$ cat config.mk
export PLATFORM = sky130hd
export DESIGN_NAME = pattern_count_engine
export DESIGN_NICKNAME = d
export VERILOG_FILES = /design/src/rtl/patcnt_pkg.sv /design/src/rtl/pat_window_match.sv /design/src/rtl/pattern_count_engine.sv
export SDC_FILE = /design/constraint.sdc
export NUM_CORES = 1
export LEC_CHECK = 0
export ABC_AREA = 1
export CAP_MARGIN = 20
export CORE_MARGIN = 5
export CORE_UTILIZATION = 40
export DETAILED_ROUTE_END_ITERATION = 12
export PLACE_DENSITY = 0.72
export SYNTH_ARGS = -nofsm -noshare
export SYNTH_HDL_FRONTEND = slang
export SYNTH_SLANG_ARGS = --single-unit
$ cat constraint.sdc
create_clock -name clk -period 4.5 [get_ports clk]
set_input_delay 0.675 -clock clk [delete_from_list [all_inputs] [get_ports clk]]
set_output_delay 0.675 -clock clk [all_outputs]
set_load 0.02 [all_outputs]
$ cat src/rtl/patcnt_pkg.sv
// Shared types and helpers for the pattern-count engine.
// Holds the run-state encoding and the count-width derivation.
package patcnt_pkg;

    localparam int BITS_PER_BYTE = 8;

    typedef enum logic [1:0] {
        IDLE = 2'd0,
        RUN  = 2'd1,
        DONE = 2'd2
    } state_e;

    // Widest count is the stream count, bounded by the total number of message bits.
    function automatic int cnt_width(input int msg_bytes);
        return $clog2(BITS_PER_BYTE * msg_bytes + 1);
    endfunction

endpackage

$ cat src/rtl/pat_window_match.sv
// Combinational window matcher over {history, byte}; zero latency, no flow control.
// Bit j of stream_hit is the window ending on byte bit j; in-byte windows are its low 9-PAT_W bits.
module pat_window_match
    import patcnt_pkg::*;
#(
    parameter int PAT_W = 5
) (
    input  logic [PAT_W+BITS_PER_BYTE-2:0] win,
    input  logic [PAT_W-1:0]               pat,
    input  logic [PAT_W-1:0]               mask,
    output logic [BITS_PER_BYTE-1:0]       stream_hit,
    output logic [BITS_PER_BYTE-PAT_W:0]   byte_hit,
    output logic [3:0]                     stream_cnt,
    output logic [3:0]                     byte_cnt
);

    always_comb begin
        stream_hit = '0;
        for (int j = 0; j < BITS_PER_BYTE; j++) begin
            // A set mask bit makes that pattern position a don't-care.
            stream_hit[j] = &((~(win[j +: PAT_W] ^ pat)) | mask);
        end
    end

    always_comb begin
        byte_hit = '0;
        for (int k = 0; k <= BITS_PER_BYTE - PAT_W; k++) begin
            byte_hit[k] = stream_hit[k];
        end
    end

    always_comb begin
        stream_cnt = '0;
        for (int j = 0; j < BITS_PER_BYTE; j++) begin
            stream_cnt = stream_cnt + {3'b000, stream_hit[j]};
        end
    end

    always_comb begin
        byte_cnt = '0;
        for (int k = 0; k <= BITS_PER_BYTE - PAT_W; k++) begin
            byte_cnt = byte_cnt + {3'b000, byte_hit[k]};
        end
    end

endmodule

$ cat src/rtl/pattern_count_engine.sv
// Streaming pattern counter (in-byte, bytes-hit, bit-stream); define PATCNT_MASK_EN for a don't-care mask port.
// Counts visible one cycle after each accept; byte_ready is high only in RUN, gaps in byte_valid are legal.
module pattern_count_engine
    import patcnt_pkg::*;
#(
    parameter int PAT_W     = 5,
    parameter int MSG_BYTES = 32,
    parameter int CNT_W     = cnt_width(MSG_BYTES)
) (
    input  logic             clk,
    input  logic             reset,
    input  logic             start,
    input  logic [PAT_W-1:0] pat_in,
`ifdef PATCNT_MASK_EN
    input  logic [PAT_W-1:0] pat_mask,
`endif
    input  logic             byte_valid,
    input  logic [7:0]       byte_data,
    output logic             byte_ready,
    output logic             busy,
    output logic             done,
    output logic [CNT_W-1:0] cnt_in_byte,
    output logic [CNT_W-1:0] cnt_bytes_hit,
    output logic [CNT_W-1:0] cnt_stream
);

    localparam int IDX_W = (MSG_BYTES > 1) ? $clog2(MSG_BYTES) : 1;
    localparam logic [IDX_W-1:0] LAST_IDX = IDX_W'(MSG_BYTES - 1);

    state_e             state_q, state_d;
    logic [IDX_W-1:0]   idx_q, idx_d;
    logic [PAT_W-1:0]   pat_q, pat_d;
    logic [PAT_W-2:0]   hist_q, hist_d;
    logic [CNT_W-1:0]   cnt_in_byte_q, cnt_in_byte_d;
    logic [CNT_W-1:0]   cnt_bytes_hit_q, cnt_bytes_hit_d;
    logic [CNT_W-1:0]   cnt_stream_q, cnt_stream_d;
    logic [PAT_W-1:0]   mask_eff;

    logic [BITS_PER_BYTE-1:0]     stream_hit_unused;
    logic [BITS_PER_BYTE-PAT_W:0] byte_hit;
    logic [3:0]                   stream_cnt;
    logic [3:0]                   byte_cnt;
    logic [3:0]                   stream_add;
    logic                         accept;

`ifdef PATCNT_MASK_EN
    logic [PAT_W-1:0] mask_q, mask_d;

    always_comb begin
        mask_d = mask_q;
        if (start) begin
            mask_d = pat_mask;
        end
    end

    always_ff @(posedge clk or negedge reset) begin
        if (!reset) begin
            mask_q <= '0;
        end else begin
            mask_q <= mask_d;
        end
    end

    assign mask_eff = mask_q;
`else
    assign mask_eff = '0;
`endif

    pat_window_match #(
        .PAT_W (PAT_W)
    ) u_match (
        .win        ({hist_q, byte_data}),
        .pat        (pat_q),
        .mask       (mask_eff),
        .stream_hit (stream_hit_unused),
        .byte_hit   (byte_hit),
        .stream_cnt (stream_cnt),
        .byte_cnt   (byte_cnt)
    );

    // A start in the same cycle as a presented byte wins; that byte is dropped.
    assign accept = byte_valid && (state_q == RUN) && !start;

    // The first byte has no meaningful history, so only its in-byte windows count.
    assign stream_add = (idx_q == '0) ? byte_cnt : stream_cnt;

    always_comb begin
        state_d         = state_q;
        idx_d           = idx_q;
        pat_d           = pat_q;
        hist_d          = hist_q;
        cnt_in_byte_d   = cnt_in_byte_q;
        cnt_bytes_hit_d = cnt_bytes_hit_q;
        cnt_stream_d    = cnt_stream_q;
        if (start) begin
            state_d         = RUN;
            idx_d           = '0;
            pat_d           = pat_in;
            cnt_in_byte_d   = '0;
            cnt_bytes_hit_d = '0;
            cnt_stream_d    = '0;
        end else if (accept) begin
            cnt_in_byte_d   = cnt_in_byte_q + CNT_W'(byte_cnt);
            cnt_bytes_hit_d = cnt_bytes_hit_q + CNT_W'(|byte_hit);
            cnt_stream_d    = cnt_stream_q + CNT_W'(stream_add);
            hist_d          = byte_data[PAT_W-2:0];
            if (idx_q == LAST_IDX) begin
                state_d = DONE;
                idx_d   = '0;
            end else begin
                idx_d = idx_q + IDX_W'(1);
            end
        end
    end

    always_ff @(posedge clk or negedge reset) begin
        if (!reset) begin
            state_q         <= IDLE;
            idx_q           <= '0;
            pat_q           <= '0;
            hist_q          <= '0;
            cnt_in_byte_q   <= '0;
            cnt_bytes_hit_q <= '0;
            cnt_stream_q    <= '0;
        end else begin
            state_q         <= state_d;
            idx_q           <= idx_d;
            pat_q           <= pat_d;
            hist_q          <= hist_d;
            cnt_in_byte_q   <= cnt_in_byte_d;
            cnt_bytes_hit_q <= cnt_bytes_hit_d;
            cnt_stream_q    <= cnt_stream_d;
        end
    end

    assign byte_ready    = (state_q == RUN);
    assign busy          = (state_q == RUN);
    assign done          = (state_q == DONE);
    assign cnt_in_byte   = cnt_in_byte_q;
    assign cnt_bytes_hit = cnt_bytes_hit_q;
    assign cnt_stream    = cnt_stream_q;

endmodule

==> flow_metrics.tcl <==
set metrics [dict create \
    stdcell_count 543 \
    initial_core_util_pct 41.0 \
    clock_sinks 43 \
    cts_root_buf "clkbuf_8" \
    timing.final.crit_share_pct 95.6 \
    status "finished, final reports clean" \
    ys_seq_area_share_pct 36.2 \
    hold_buffers 0 \
    num_vias 2661 \
    syn-cell-area_sq_um 2980 \
    layout_commonest_cell "nand2_1" \
    finalNetCount 483 \
    synth-async-reset-ratio_pct 100 \
    cp_data_arrival_time_ps 4540 \
    diodes 0 \
    holdWs_ps 505 \
    synth_cells 380 \
    die-width_um 96.2 \
    fmax_mhz 232 \
    io_buffers 46 \
    worst-slew-pin-transition_ps 956 \
    p_seq_share_pct 47.7 \
    crit_type "in -> reg" \
    core_area_sq_um 7250 \
    place_hpwl_um 5270 \
    synth_area_leader_cell "dfrtp_1" \
    area_growth_pct 30.4 \
    reg2reg_slack_ps 270 \
    grt_usage_pct 16.0 \
    power_uw 889 \
    drtIter0Drc 87 \
    timing.final.setup_violations 0 \
    rows 31 \
    drv_cap 0 \
    grt_max_degree 44 \
    p_leak_uw 0.00180 \
    place_area_sq_um 3630 \
    grt_pass1_vias 2568 \
    switching_share_pct 32.0 \
    wire_per_inst_um 13.0 \
    die_h_um 96.2 \
    numCtsBuffers 5 \
    path_max_fanout 3 \
    max_stage_delay_ps 530 \
    reg2reg_from "pat_q[1]" \
    ctsHtreeMaxLevel 2 \
    drc 0 \
    p_comb_share_pct 24.5 \
    p_int_uw 604 \
    clk_latency_ps 300 \
    switchingPower_uw 285 \
    hold_class "in -> async" \
    ir_drop_v 0.000112 \
    yosysWarningCount 0 \
    cts.clk_slew.worst_paths_ps 90 \
    drv_slew 0 \
    drt.antenna.violating_nets 0 \
    pwr-share-clk_pct 27.9 \
    syn_area_per_cell_sq_um 7.83 \
    viasPerCell 4.90 \
    fin_skew_ps 4.19 \
    cts_tree "yes" \
    grt_pass1_wl_um 11600 \
    worst_setup_path_start_kind "primary input" \
    synth_edf_count 0 \
    finalHoldViolations 0 \
    synth_top_area_share_pct 36.2 \
    min_period_ps 4300 \
    r2r-end "cnt_stream[6]" \
    crit_path_end_kind "flop" \
    yosys.cell_types.count 30 \
    worstPathCellList "clkdlybuf4s15_1 -> xor2_2 -> nor4_4 -> ha_4 -> inv_2 -> fa_1 -> inv_2 -> fa_1 -> fa_2 -> inv_2 -> fa_2 -> a21oi_4 -> fa_2 -> nand3_2 -> nand2_2 -> nand3b_1 -> nand2_1 -> nand2_1 -> nor2_1" \
    layout_common_cells "76 x nand2_1, 43 x dfrtp_1, 40 x inv_1" \
    final.setup.tns_ps 0 \
    finalWirelength_um 7080 \
    finalInstanceArea_sq_um 3880 \
    placed_cells 532 \
    clk_path_buf_depth 2 \
    synth_nets 420 \
    drive_gt1_share_pct 17.6 \
    grt-ovfl-total 0 \
    ios 47 \
    maxSlewHeadroom_pct 36.3 \
    ys_ff_latch 43 \
    synth-main-ff-cell "dfrtp_1" \
    dr.pass1.iters 4 \
    synth.area.top_cells "dfrtp_1 36%, nand2_1 10%, xor2_1 7.4%" \
    worst_path_max_delay_cell "fa_1" \
    ff2ff_path_depth 19 \
    gp_congestion 0.905 \
    powerDensity_nw_per_um2 229 \
    cp.required_ps 4740 \
    antenna_found_initial 0 \
    die_area_sq_um 9260 \
]
-- state kept, by name (all words and copies together) (netlist names) --
signal         flops
idx_q              5
cnt_stream         9
cnt_bytes_hit      9
pat_q              5
hist_q             4
state_q            2
cnt_in_byte        9
-- power groups by stage --
| stage | clock (uW) | combinational, uW | sequential (uW) |
|---|---|---|---|
| floorplan | 0 | 130 | 423 |
| detailed placement | 0 | 200 | 431 |
| global placement | 0 | 193 | 430 |
| global route | 268 | 244 | 427 |
| finish | 248 | 218 | 424 |
| CTS | 252 | 204 | 423 |
-- cell usage after synthesis, types with 2 or more instances --
cell type / n
fa_1: 6
inv_1: 47
nor2_1: 36
nand3b_1: 2
nand2_1: 79
buf_4: 2
xor2_1: 25
nand4_1: 8
a21oi_1: 24
o21ai_0: 17
clkbuf_1: 3
buf_2: 8
nand3_1: 23
nor4_1: 5
o21a_1: 2
buf_6: 2
a31oi_1: 3
dfrtp_1: 43
ha_1: 17
xnor2_1: 6
a22o_1: 5
inv_2: 2
nor3_1: 8
-- worst max path at each step --
stage	slack, ps	from	to	depth (start not counted)
detailed placement	-650	byte_data[2]	cnt_stream[5]	20
floorplan	30	byte_data[4]	cnt_stream[5]	19
global placement	-500	byte_data[2]	cnt_stream[5]	21
finish	200	byte_data[5]	cnt_stream[6]	19
CTS	1	byte_data[2]	cnt_stream[6]	23
global route	-10	pat_q[0]	cnt_stream[5]	26
-- per-stage QoR --
stage,worst slack (ps),util [%]
after detailed placement,-651,50.1
after global placement,-500,50.1
after CTS,1.28,52.0
after floorplan,25.8,-
final,197,53.5
after global routing,-12.8,53.5
-- per-layer routing --
metal / vias up / track usage, % / part of all wire (%)
li1: 1349 / - / -
met1: 1241 / 19.7 / 45
met2: 63 / 28.1 / 49
met3: 8 / 2.74 / 5.3
met4: 0 / 5.09 / 1.1
met5: - / 0 / 0
-- final cells by class --
cell class	instances	area [sq um]
fill	656	3370
inverter	49	184
multi-input combinational	273	1790
tap	99	124
clock buffer	6	72.6
clock inverter	2	12.5
sequential	43	1080
timing repair buffer	71	621
-- critical path: cells and delay by family --
kind                       cells  cell delay (ps)
AOI/OAI and AO/OA              1              200
xor gates and xnor gates       1              190
adders and majority gates      6             2280
buffers and inverters          4              370
and+or+nand+nor                7              830
-- kinds of logic (layout without fill, tap and decap cells) --
| group | count (synthesis) | in the layout | synth area share, % |
|---|---|---|---|
| and+or+nand+nor | 164 | 164 | 23.9 |
| buffers and inverters | 64 | 128 | 9.17 |
| AOI/OAI and AO/OA | 55 | 55 | 10.5 |
| DFF | 43 | 43 | 36.2 |
| xor gates and xnor gates | 31 | 31 | 9.13 |
| adders and majority gates | 23 | 23 | 11.2 |
-- timing repair --
item                                    4_1_cts  5_1_grt
setup buffers                                 1        2
pin swaps                                     9       14
gates resized for setup                      18       35
gates cloned                                  0        0
endpoints found under the setup margin        8        8
Note: power is estimated with default switching activity, not from simulation.
